<file path="src/rtl/instr_sequencer.sv">
// Multi-cycle FETCH/DECODE/EXEC/MEM/WB sequencer for the KGP-RISC datapath.
// Issues PC/IR/memory/register-file strobes, and traps memory timeouts and illegal opcodes.
module instr_sequencer #(
    parameter int CNT_W       = 32,
    parameter int MEM_TIMEOUT = 16
) (
    input  logic             clk,
    input  logic             reset,
    input  logic [5:0]       opcode,
    input  logic             mem_ready,
    output logic             pc_en,
    output logic             ir_load,
    output logic             mem_req,
    output logic             mem_we,
    output logic             reg_write_en,
    output logic             halted,
    output logic             illegal_op,
    output logic             bus_err,
    output logic [2:0]       state,
    output logic [CNT_W-1:0] retired
);

    localparam logic [2:0] S_FETCH  = 3'd0;
    localparam logic [2:0] S_DECODE = 3'd1;
    localparam logic [2:0] S_EXEC   = 3'd2;
    localparam logic [2:0] S_MEM    = 3'd3;
    localparam logic [2:0] S_WB     = 3'd4;
    localparam logic [2:0] S_HALT   = 3'd5;
    localparam logic [2:0] S_ERROR  = 3'd6;

    localparam logic [2:0] C_WB   = 3'd0;  // ALU ops, move, bl
    localparam logic [2:0] C_LW   = 3'd1;
    localparam logic [2:0] C_SW   = 3'd2;
    localparam logic [2:0] C_BR   = 3'd3;  // branches other than bl, beq
    localparam logic [2:0] C_NOP  = 3'd4;
    localparam logic [2:0] C_HALT = 3'd5;
    localparam logic [2:0] C_ILL  = 3'd6;

    logic [2:0]       r_state;
    logic [2:0]       r_cls;
    logic [31:0]      r_wait;
    logic             r_illegal;
    logic             r_bus_err;
    logic [CNT_W-1:0] r_retired;

    logic [2:0] w_cls;
    logic [2:0] w_next;
    logic       w_req;
    logic       w_we;
    logic       w_ir;
    logic       w_pc;
    logic       w_rwe;
    logic       w_timeout;

    function automatic logic [2:0] f_classify(input logic [5:0] op);
        logic [2:0] cls;
        cls = C_ILL;
        if (op <= 6'd5)                        cls = C_WB;
        else if (op == 6'd6)                   cls = C_LW;
        else if (op == 6'd7)                   cls = C_SW;
        else if (op >= 6'd8 && op <= 6'd14)    cls = C_BR;
        else if (op == 6'd15 || op == 6'd16)   cls = C_WB;
        else if (op == 6'd17)                  cls = C_BR;
        else if (op == 6'd62)                  cls = C_NOP;
        else if (op == 6'd63)                  cls = C_HALT;
        return cls;
    endfunction

    assign w_cls = f_classify(opcode);

    assign w_req     = (r_state == S_FETCH) || (r_state == S_MEM);
    assign w_we      = (r_state == S_MEM) && (r_cls == C_SW);
    assign w_ir      = (r_state == S_FETCH) && mem_ready;
    assign w_rwe     = (r_state == S_WB);
    assign w_timeout = (MEM_TIMEOUT != 0) && w_req && !mem_ready
                       && (r_wait == 32'(MEM_TIMEOUT - 1));

    // sw retires in the MEM cycle that completes it, so its pc_en follows mem_ready directly.
    assign w_pc = ((r_state == S_DECODE) && (w_cls == C_NOP))
               || ((r_state == S_EXEC) && (r_cls == C_BR))
               || ((r_state == S_MEM) && (r_cls == C_SW) && mem_ready)
               || (r_state == S_WB);

    // NOTE: w_next gets a default before the case so no path through this block infers a latch.
    always_comb begin
        w_next = r_state;
        case (r_state)
            S_FETCH: begin
                if (w_timeout)      w_next = S_ERROR;
                else if (mem_ready) w_next = S_DECODE;
            end
            S_DECODE: begin
                case (w_cls)
                    C_HALT:  w_next = S_HALT;
                    C_NOP:   w_next = S_FETCH;
                    C_ILL:   w_next = S_ERROR;
                    default: w_next = S_EXEC;
                endcase
            end
            S_EXEC: begin
                case (r_cls)
                    C_LW, C_SW: w_next = S_MEM;
                    C_BR:       w_next = S_FETCH;
                    default:    w_next = S_WB;
                endcase
            end
            S_MEM: begin
                if (w_timeout)      w_next = S_ERROR;
                else if (mem_ready) w_next = (r_cls == C_LW) ? S_WB : S_FETCH;
            end
            S_WB:    w_next = S_FETCH;
            S_HALT:  w_next = S_HALT;
            S_ERROR: w_next = S_ERROR;
            default: w_next = S_ERROR;
        endcase
    end

    // NOTE: state registers use non-blocking assignments so every flop samples pre-edge values.
    always_ff @(posedge clk) begin
        if (reset) begin
            r_state   <= S_FETCH;
            r_cls     <= C_NOP;
            r_wait    <= '0;
            r_illegal <= 1'b0;
            r_bus_err <= 1'b0;
            r_retired <= '0;
        end else begin
            r_state <= w_next;
            if (r_state == S_DECODE) begin
                r_cls <= w_cls;
                if (w_cls == C_ILL) r_illegal <= 1'b1;
            end
            // Wait count covers one request only: it restarts on completion or any state change.
            if (w_req && !mem_ready && (w_next == r_state)) r_wait <= r_wait + 32'd1;
            else                                            r_wait <= '0;
            if (w_timeout) r_bus_err <= 1'b1;
            if (w_pc)      r_retired <= r_retired + 1'b1;
        end
    end

    assign pc_en        = w_pc  & ~reset;
    assign ir_load      = w_ir  & ~reset;
    assign mem_req      = w_req & ~reset;
    assign mem_we       = w_we  & ~reset;
    assign reg_write_en = w_rwe & ~reset;
    assign halted       = (r_state == S_HALT) || (r_state == S_ERROR);
    assign illegal_op   = r_illegal;
    assign bus_err      = r_bus_err;
    assign state        = r_state;
    assign retired      = r_retired;

endmodule
</file>
<file path="config.mk">
export PLATFORM = sky130hd
export DESIGN_NAME = instr_sequencer
export DESIGN_NICKNAME = d
export VERILOG_FILES = /design/src/rtl/instr_sequencer.sv
export SDC_FILE = /design/constraint.sdc
export NUM_CORES = 1
export LEC_CHECK = 0
export ABC_CLOCK_PERIOD_IN_PS = 4300
export CAP_MARGIN = 20
export CORE_ASPECT_RATIO = 0.75
export CORE_MARGIN = 1.5
export CORE_UTILIZATION = 30
export CTS_CLUSTER_SIZE = 8
export DETAILED_ROUTE_END_ITERATION = 8
export DONT_BUFFER_PORTS = 1
export HOLD_SLACK_MARGIN = 0.12
export SETUP_SLACK_MARGIN = 0.1
export SYNTH_ARGS = -nofsm -noshare
export SYNTH_HDL_FRONTEND = slang
export SYNTH_SLANG_ARGS = --single-unit
</file>
<file path="constraint.sdc">
create_clock -name clk -period 4.3 [get_ports clk]
set_input_delay 0.86 -clock clk [delete_from_list [all_inputs] [get_ports clk]]
set_output_delay 0.86 -clock clk [all_outputs]
set_load 0.005 [all_outputs]
</file>
==> results.md, run 1 <==
- Max stage delay cell, worst path: dfxtp_1
- CTS Buffer Depth: 2
- Post-synth ARST share: 0%
- Total track usage: 14.72%
- DP Wirelength: 6.575 mm
- Post-CTS Setup Bufs: 0
- Reg2Reg Setup Slack: 1.66 ns
- RR Endpoint: retired[18]
- Post-Syn Instances: 459
- Post-DR wirelength/cell: 15.02 um
- Number of synthesized flops with an enable pin: 0
- Drt pass-1 iters: 4
- Global-route track usage on met1: 20.83%
- Hold EP: r_wait[0]
- First-pass GRT wire length: 15.57 mm
- Initial antenna violation count: 0
- Worst Tran Pin Value: 0.6510 ns
- Layout Skew: 0.008688 ns
- Setup Viol. Count Final: 0
- Req. time, crit path: 3.44 ns
- Seq/Total Area, Yosys: 38.84%
- Rows: 34
- Worst EP arrival: 2.19 ns
- Element type at the critical path end: primary output
- GR met3 Demand/Resource: 3.517%
- Setup TNS: 0 ns
- DRC errors left: 0
- RSZ-0062 raised after global routing: no
- Slew HR: 56.54%
- Hold-fix buffers, CTS: 0
- Final GP Congestion: 0.8150
- Unique masters post-synth: 56
- CTS tree: built
- GRT overflow: 0
- Hold_sp: r_wait[0]
- Outcome: finished, final reports clean
- Initial cell density of the core: 31.38%
- Most common cell after layout, fill and taps aside: dfxtp_1
- Final WS setup: 1.248 ns
- WS Path Type: reg2out
- Worst path cell trace: nor3b_2 > o21ai_1 > a221oi_2 > a21oi_4 > nor2_1
- Critical Path Source Type: register
- Fill count: 1,231
- Max Clk Rate: 327.6 MHz
- Worst Path Max Fanout: 11
- Gr busiest metal: met2
- Root cell of the clock tree: clkbuf_16
- CTS H-tree lvls: 3
- NumNets Final: 457
- Post-Syn Area: 3711 um2
- Min Tclk post-route: 3.052 ns
- Die ar.: 13,050 um2
- Area grow syn2layout: 11.73%
- Area contributors post-synth: dfxtp_1 (39%), xnor2_1 (6.4%), nor2_1 (6.0%), a21oi_1 (4.9%), nand2_1 (3.4%)
- Number of max-cap violations: 0
- Power Dens Cells: 382.9 nW/um2
- Initial drt markers: 269
- Clock slew at reported path FFs: 0.05 ns
- Clock Sinks: 72
- Total CTS buffers: 9
- Grt met2 use: 20.89%
- LEAKAGE: 1.195 nW
- Clk_lat worst skew: 0.33 ns
- Number of global-route vias before repair: 3,078
- Synthesized net count: 470
- Largest net degree at the start of global routing: 57
- Mapped Avg Cell Area: 8.085 um2
- Share of the synthesized area in the top cell type: 38.84%
- DRT Wirelength: 9.209 mm
- Post-CTS Resized: 0
- Maximum VDD drop: 0.0001753 V
- Share of cells above drive strength 1: 5.765%
- Via density: 5.289
- Pre-CTS setup slack: 0.8944 ns
- Final Hold Fails: 0
- Part of the cycle the worst path needs: 70.98%
- CP peak stage delay: 0.58 ns
- Worst hold-check path type: reg2reg
- Synthesis Warnings: 0
- Yosys top cell by area: dfxtp_1
- Post-synthesis register bit count: 72
- Antenna-violating nets left: 0
- Via count: 3,242
- Core area: 11,830 um2
- Worst hold path depth: 1
- Die width: 131.4 um
- Worst R2R Path Depth: 7
- Slew Viols, Final: 0
- Leading register cell type out of synthesis: dfxtp_1
- I/O pin count: 52
- DIE HEIGHT: 99.32 um
- Input/output buffers: 0
- Commonest cells after routing, fill and taps aside: dfxtp_1 (72), nor2_1 (59), a21oi_1 (36)
- Antenna fix cells: 0
- R2r startpoint: state[0]
==> final cells by class <==
| type | instances | area [um2] | share of cell area (%) |
|---|---|---|---|
| Timing Repair Buffer | 2 | 27.53 | 0.6638 |
| Sequential cell | 72 | 1441 | 34.76 |
| Inverter | 17 | 63.81 | 1.539 |
| Multi-Input combinational cell | 344 | 2088 | 50.36 |
| Clock buffer | 11 | 242.7 | 5.854 |
| Clock inverter | 5 | 80.08 | 1.931 |
| Tap cell | 162 | 202.7 | 4.888 |
==> cells in the mapped netlist (7+ instances only) <==
cell type  number
or3_1          14
nor2_1         59
and3_1          7
nand2_1        34
nand4_1        13
or4_1          16
nor4_1         14
nor3_1         13
clkbuf_1       12
o31ai_1        16
o21ai_0        12
dfxtp_1        72
nand3_1        22
xnor2_1        27
a21oi_1        36
inv_1          17
==> metrics by stage <==
stage	instance area, um2	total power (W)	utilization (%)	cells	hold WS [ns]
6_report	4146	0.001588	35.06	613	0.4627
5_1_grt	4146	0.001650	35.06	613	0.5075
4_1_cts	4126	0.001603	34.89	612	0.4613
3_5_place_dp	3804	0.0007983	32.16	596	0.4484
3_3_place_gp	3804	0.0007963	32.16	596	0.4447
2_1_floorplan	3711	0.0007904	-	459	0.4260
==> metal layers <==
layer	part of all wire (%)	vias to the layer above	wire length, um
met4	2.8	0	255
met3	6.4	19	592
met1	50	1495	4628
li1	-	1651	-
met2	41	77	3732
met5	0	-	0
==> kinds of logic (layout without fill, tap and decap cells) <==
group,after synthesis,in the layout,share of synthesized area [%]
buf+inv,43,35,5.192
compound gates,92,92,16.66
flops,72,72,38.84
fa+ha+maj,2,2,0.6742
mux,3,3,0.8429
simple gates,214,214,30.01
xor+xnor,33,33,7.788
==> flip-flops by register name, summed over array words and instances (netlist names) <==
signal and cells:
bus_err 1, state 3, r_cls 3, retired 32, illegal_op 1, r_wait 32
==> where the power goes <==
group	switching, W	internal [W]
Clock	0.000277	0.000523
Combinational	0.0000565	0.0000354
Sequential	0.0000198	0.000677
Total	0.000353	0.00123
==> critical path: cells and delay by family, from the launching register on <==
kind | cells | cell delay (ns)
flops | 1 | 0.58
simple gates | 2 | 0.56
compound gates | 3 | 0.73
==> worst max path at each step <==
stage / startpoint / to / slack, ns / cells after the start
after CTS: state[2] / pc_en / 0.83 / 5
after global placement: opcode[5] / pc_en / 0.95 / 5
after floorplan: opcode[5] / pc_en / 1.15 / 8
after detailed placement: opcode[2] / pc_en / 0.89 / 5
final: state[0] / pc_en / 1.25 / 5
after global routing: state[0] / pc_en / 1.04 / 5
Note: power is estimated with default switching activity, not from simulation.
==> inputs of run 2 (changes only) <==
Settings changed: ABC_CLOCK_PERIOD_IN_PS 4300 to 3150.
Clock period 4.3 ns to 3.15 ns, I/O delays scaled along.
==> results.md, run 2 (synthesized netlist as in run 1, its figures left out) <==
- Worst hold-check path type: in2reg
- Final GP Congestion: 0.8100 (-0.61%)
- CTS tree: built
- Outcome: finished, final reports clean
- Final core utilization: 34.80% (-0.26 points)
- Fin cells: 614 (+0.16%)
- Post-DR wirelength/cell: 14.89 um (-0.88%)
- CTS H-tree lvls: 3 (unchanged)
- Worst R2R Path Depth: 7 (unchanged)
- Drt pass-1 iters: 6 (+2)
- Antenna-violating nets left: 0 (unchanged)
- Root cell of the clock tree: clkbuf_16
- DRC errors left: 0 (unchanged)
- Number of global-route vias before repair: 3,060 (-0.58%)
- Core area: 11,830 um2 (unchanged)
- Power Total: 0.002079 W (+31%)
- Largest net degree at the start of global routing: 56 (-1.8%)
- Critical Path Source Type: register
- Fill count: 1,243 (+0.97%)
- Antenna fix cells: 0 (unchanged)
- WS Path Type: reg2out
- Final Hold Fails: 0 (unchanged)
- Die width: 131.4 um (unchanged)
- Worst path cell trace: nor3b_2 > o21ai_1 > a221oi_2 > a21oi_4 > nor2_1
- Die ar.: 13,050 um2 (unchanged)
- Total CTS buffers: 9 (unchanged)
- Max stage delay cell, worst path: dfxtp_1
- Final WS setup: 0.5871 ns (-0.6605 ns)
- Reg2Reg Setup Slack: 0.63 ns (-1.03 ns)
- LEAKAGE: 1.187 nW (-0.73%)
- Pre-CTS setup slack: 0.4501 ns (-0.4443 ns)
- Rows: 34 (unchanged)
- DIE HEIGHT: 99.32 um (unchanged)
- Setup TNS: 0 ns (unchanged)
- R2r startpoint: state[1]
- Element type at the critical path end: primary output
- Input/output buffers: 0 (unchanged)
- Initial cell density of the core: 31.38% (unchanged)
- Total track usage: 14.25% (-0.47 points)
- Most common cell after layout, fill and taps aside: dfxtp_1
- Hold-fix buffers, CTS: 0 (unchanged)
- Via count: 3,301 (+1.8%)
- Clk_lat worst skew: 0.33 ns (about the same)
- Area grow syn2layout: 10.89%
- Worst hold path depth: 1 (unchanged)
- Max Clk Rate: 390.2 MHz
- Via density: 5.376 (+1.7%)
- Hold_sp: reset
- Power Dens Cells: 505.2 nW/um2 (+32%)
- Clock Sinks: 72 (unchanged)
- Post-CTS Resized: 0 (unchanged)
- First-pass GRT wire length: 15.17 mm (-2.5%)
- Clock slew at reported path FFs: 0.06 ns (about the same)
- GRT overflow: 0 (unchanged)
- CTS Buffer Depth: 2 (unchanged)
- Number of max-cap violations: 0 (unchanged)
- Initial drt markers: 251 (-6.7%)
- Req. time, crit path: 2.52 ns (-0.92 ns)
- Maximum VDD drop: 0.0002817 V (+61%)
- Slew Viols, Final: 0 (unchanged)
- Layout Skew: 0.007441 ns (-0.001247 ns)
- Commonest cells after routing, fill and taps aside: dfxtp_1 (72), nor2_1 (59), a21oi_1 (36)
- Hold EP: bus_err
- Dpl cells: 599 (+0.50%)
- Worst Path Max Fanout: 11 (unchanged)
- RR Endpoint: retired[18]
- DP Wirelength: 6.526 mm (-0.75%)
- CP peak stage delay: 0.44 ns (-0.14 ns)
- DRT Wirelength: 9.143 mm (-0.72%)
- Min Tclk post-route: 2.563 ns
- Post-CTS Setup Bufs: 0 (unchanged)
- Part of the cycle the worst path needs: 81.36%
- I/O pin count: 52 (unchanged)
- NumNets Final: 459 (+0.44%)
- Worst EP arrival: 1.93 ns (-0.26 ns)
- Setup Viol. Count Final: 0 (unchanged)
- Share of cells above drive strength 1: 5.752% (-0.013 points)
- RSZ-0062 raised after global routing: no
- Initial antenna violation count: 0 (unchanged)
- Slew HR: 59.19% (+2.7 points)
- Worst Tran Pin Value: 0.6036 ns (-0.04738 ns)
run 2: changes by cell type in the layout (fill, tap and decap cells not counted), sizes merged:
cell      previous run  this run
clkbuf              11        12
buf                  2         4
bufinv               2         1
clkinvlp             2         1
run 2: layout make-up:
cell class	count	area (um2)	share of cell area [%]
multi-input combinational	344	2088	50.74
sequential	72	1441	35.03
clock buffer	12	246.5	5.990
tap	162	202.7	4.925
inverter	17	63.81	1.551
clock inverter	3	42.54	1.034
timing repair buffer	4	30.03	0.7297
run 2: worst max path at each step:
stage / start / end / slack [ns] / cells past startpoint
floorplan: opcode[5] / pc_en / 0.46 / 8
CTS: state[1] / pc_en / 0.54 / 5
global placement: opcode[2] / retired[12] / 0.53 / 7
detailed placement: opcode[2] / retired[30] / 0.45 / 7
finish: state[1] / pc_en / 0.59 / 5
global route: state[1] / pc_en / 0.37 / 5
run 2: where the power goes:
part | switching (W) | internal [W]
Combinational | 0.0000876 | 0.0000483
Sequential | 0.0000177 | 0.000924
Clock | 0.000372 | 0.000629
run 2: stage by stage:
stage | area, um2 | hold slack (ns)
2_1_floorplan | 3711 | 0.4260
3_3_place_gp | 3826 | 0.4390
3_5_place_dp | 3826 | 0.4573
4_1_cts | 4115 | 0.3563
5_1_grt | 4115 | 0.3576
6_report | 4115 | 0.3632
run 2: critical path, delay by kind of cell, from the launching register on:
| family | cells | cell delay (ns) |
|---|---|---|
| flip-flops | 1 | 0.44 |
| AO/OA/AOI/OAI | 3 | 0.65 |
| AND/OR/NAND/NOR | 2 | 0.52 |
run 2: layer usage:
metal  GRT usage [%]  wire length, um  vias up
li1                -                -     1653
met3           3.313              513       11
met4           5.812              152        0
met1           19.80             4640     1560
met5               0                0        -
met2           21.34             3836       77
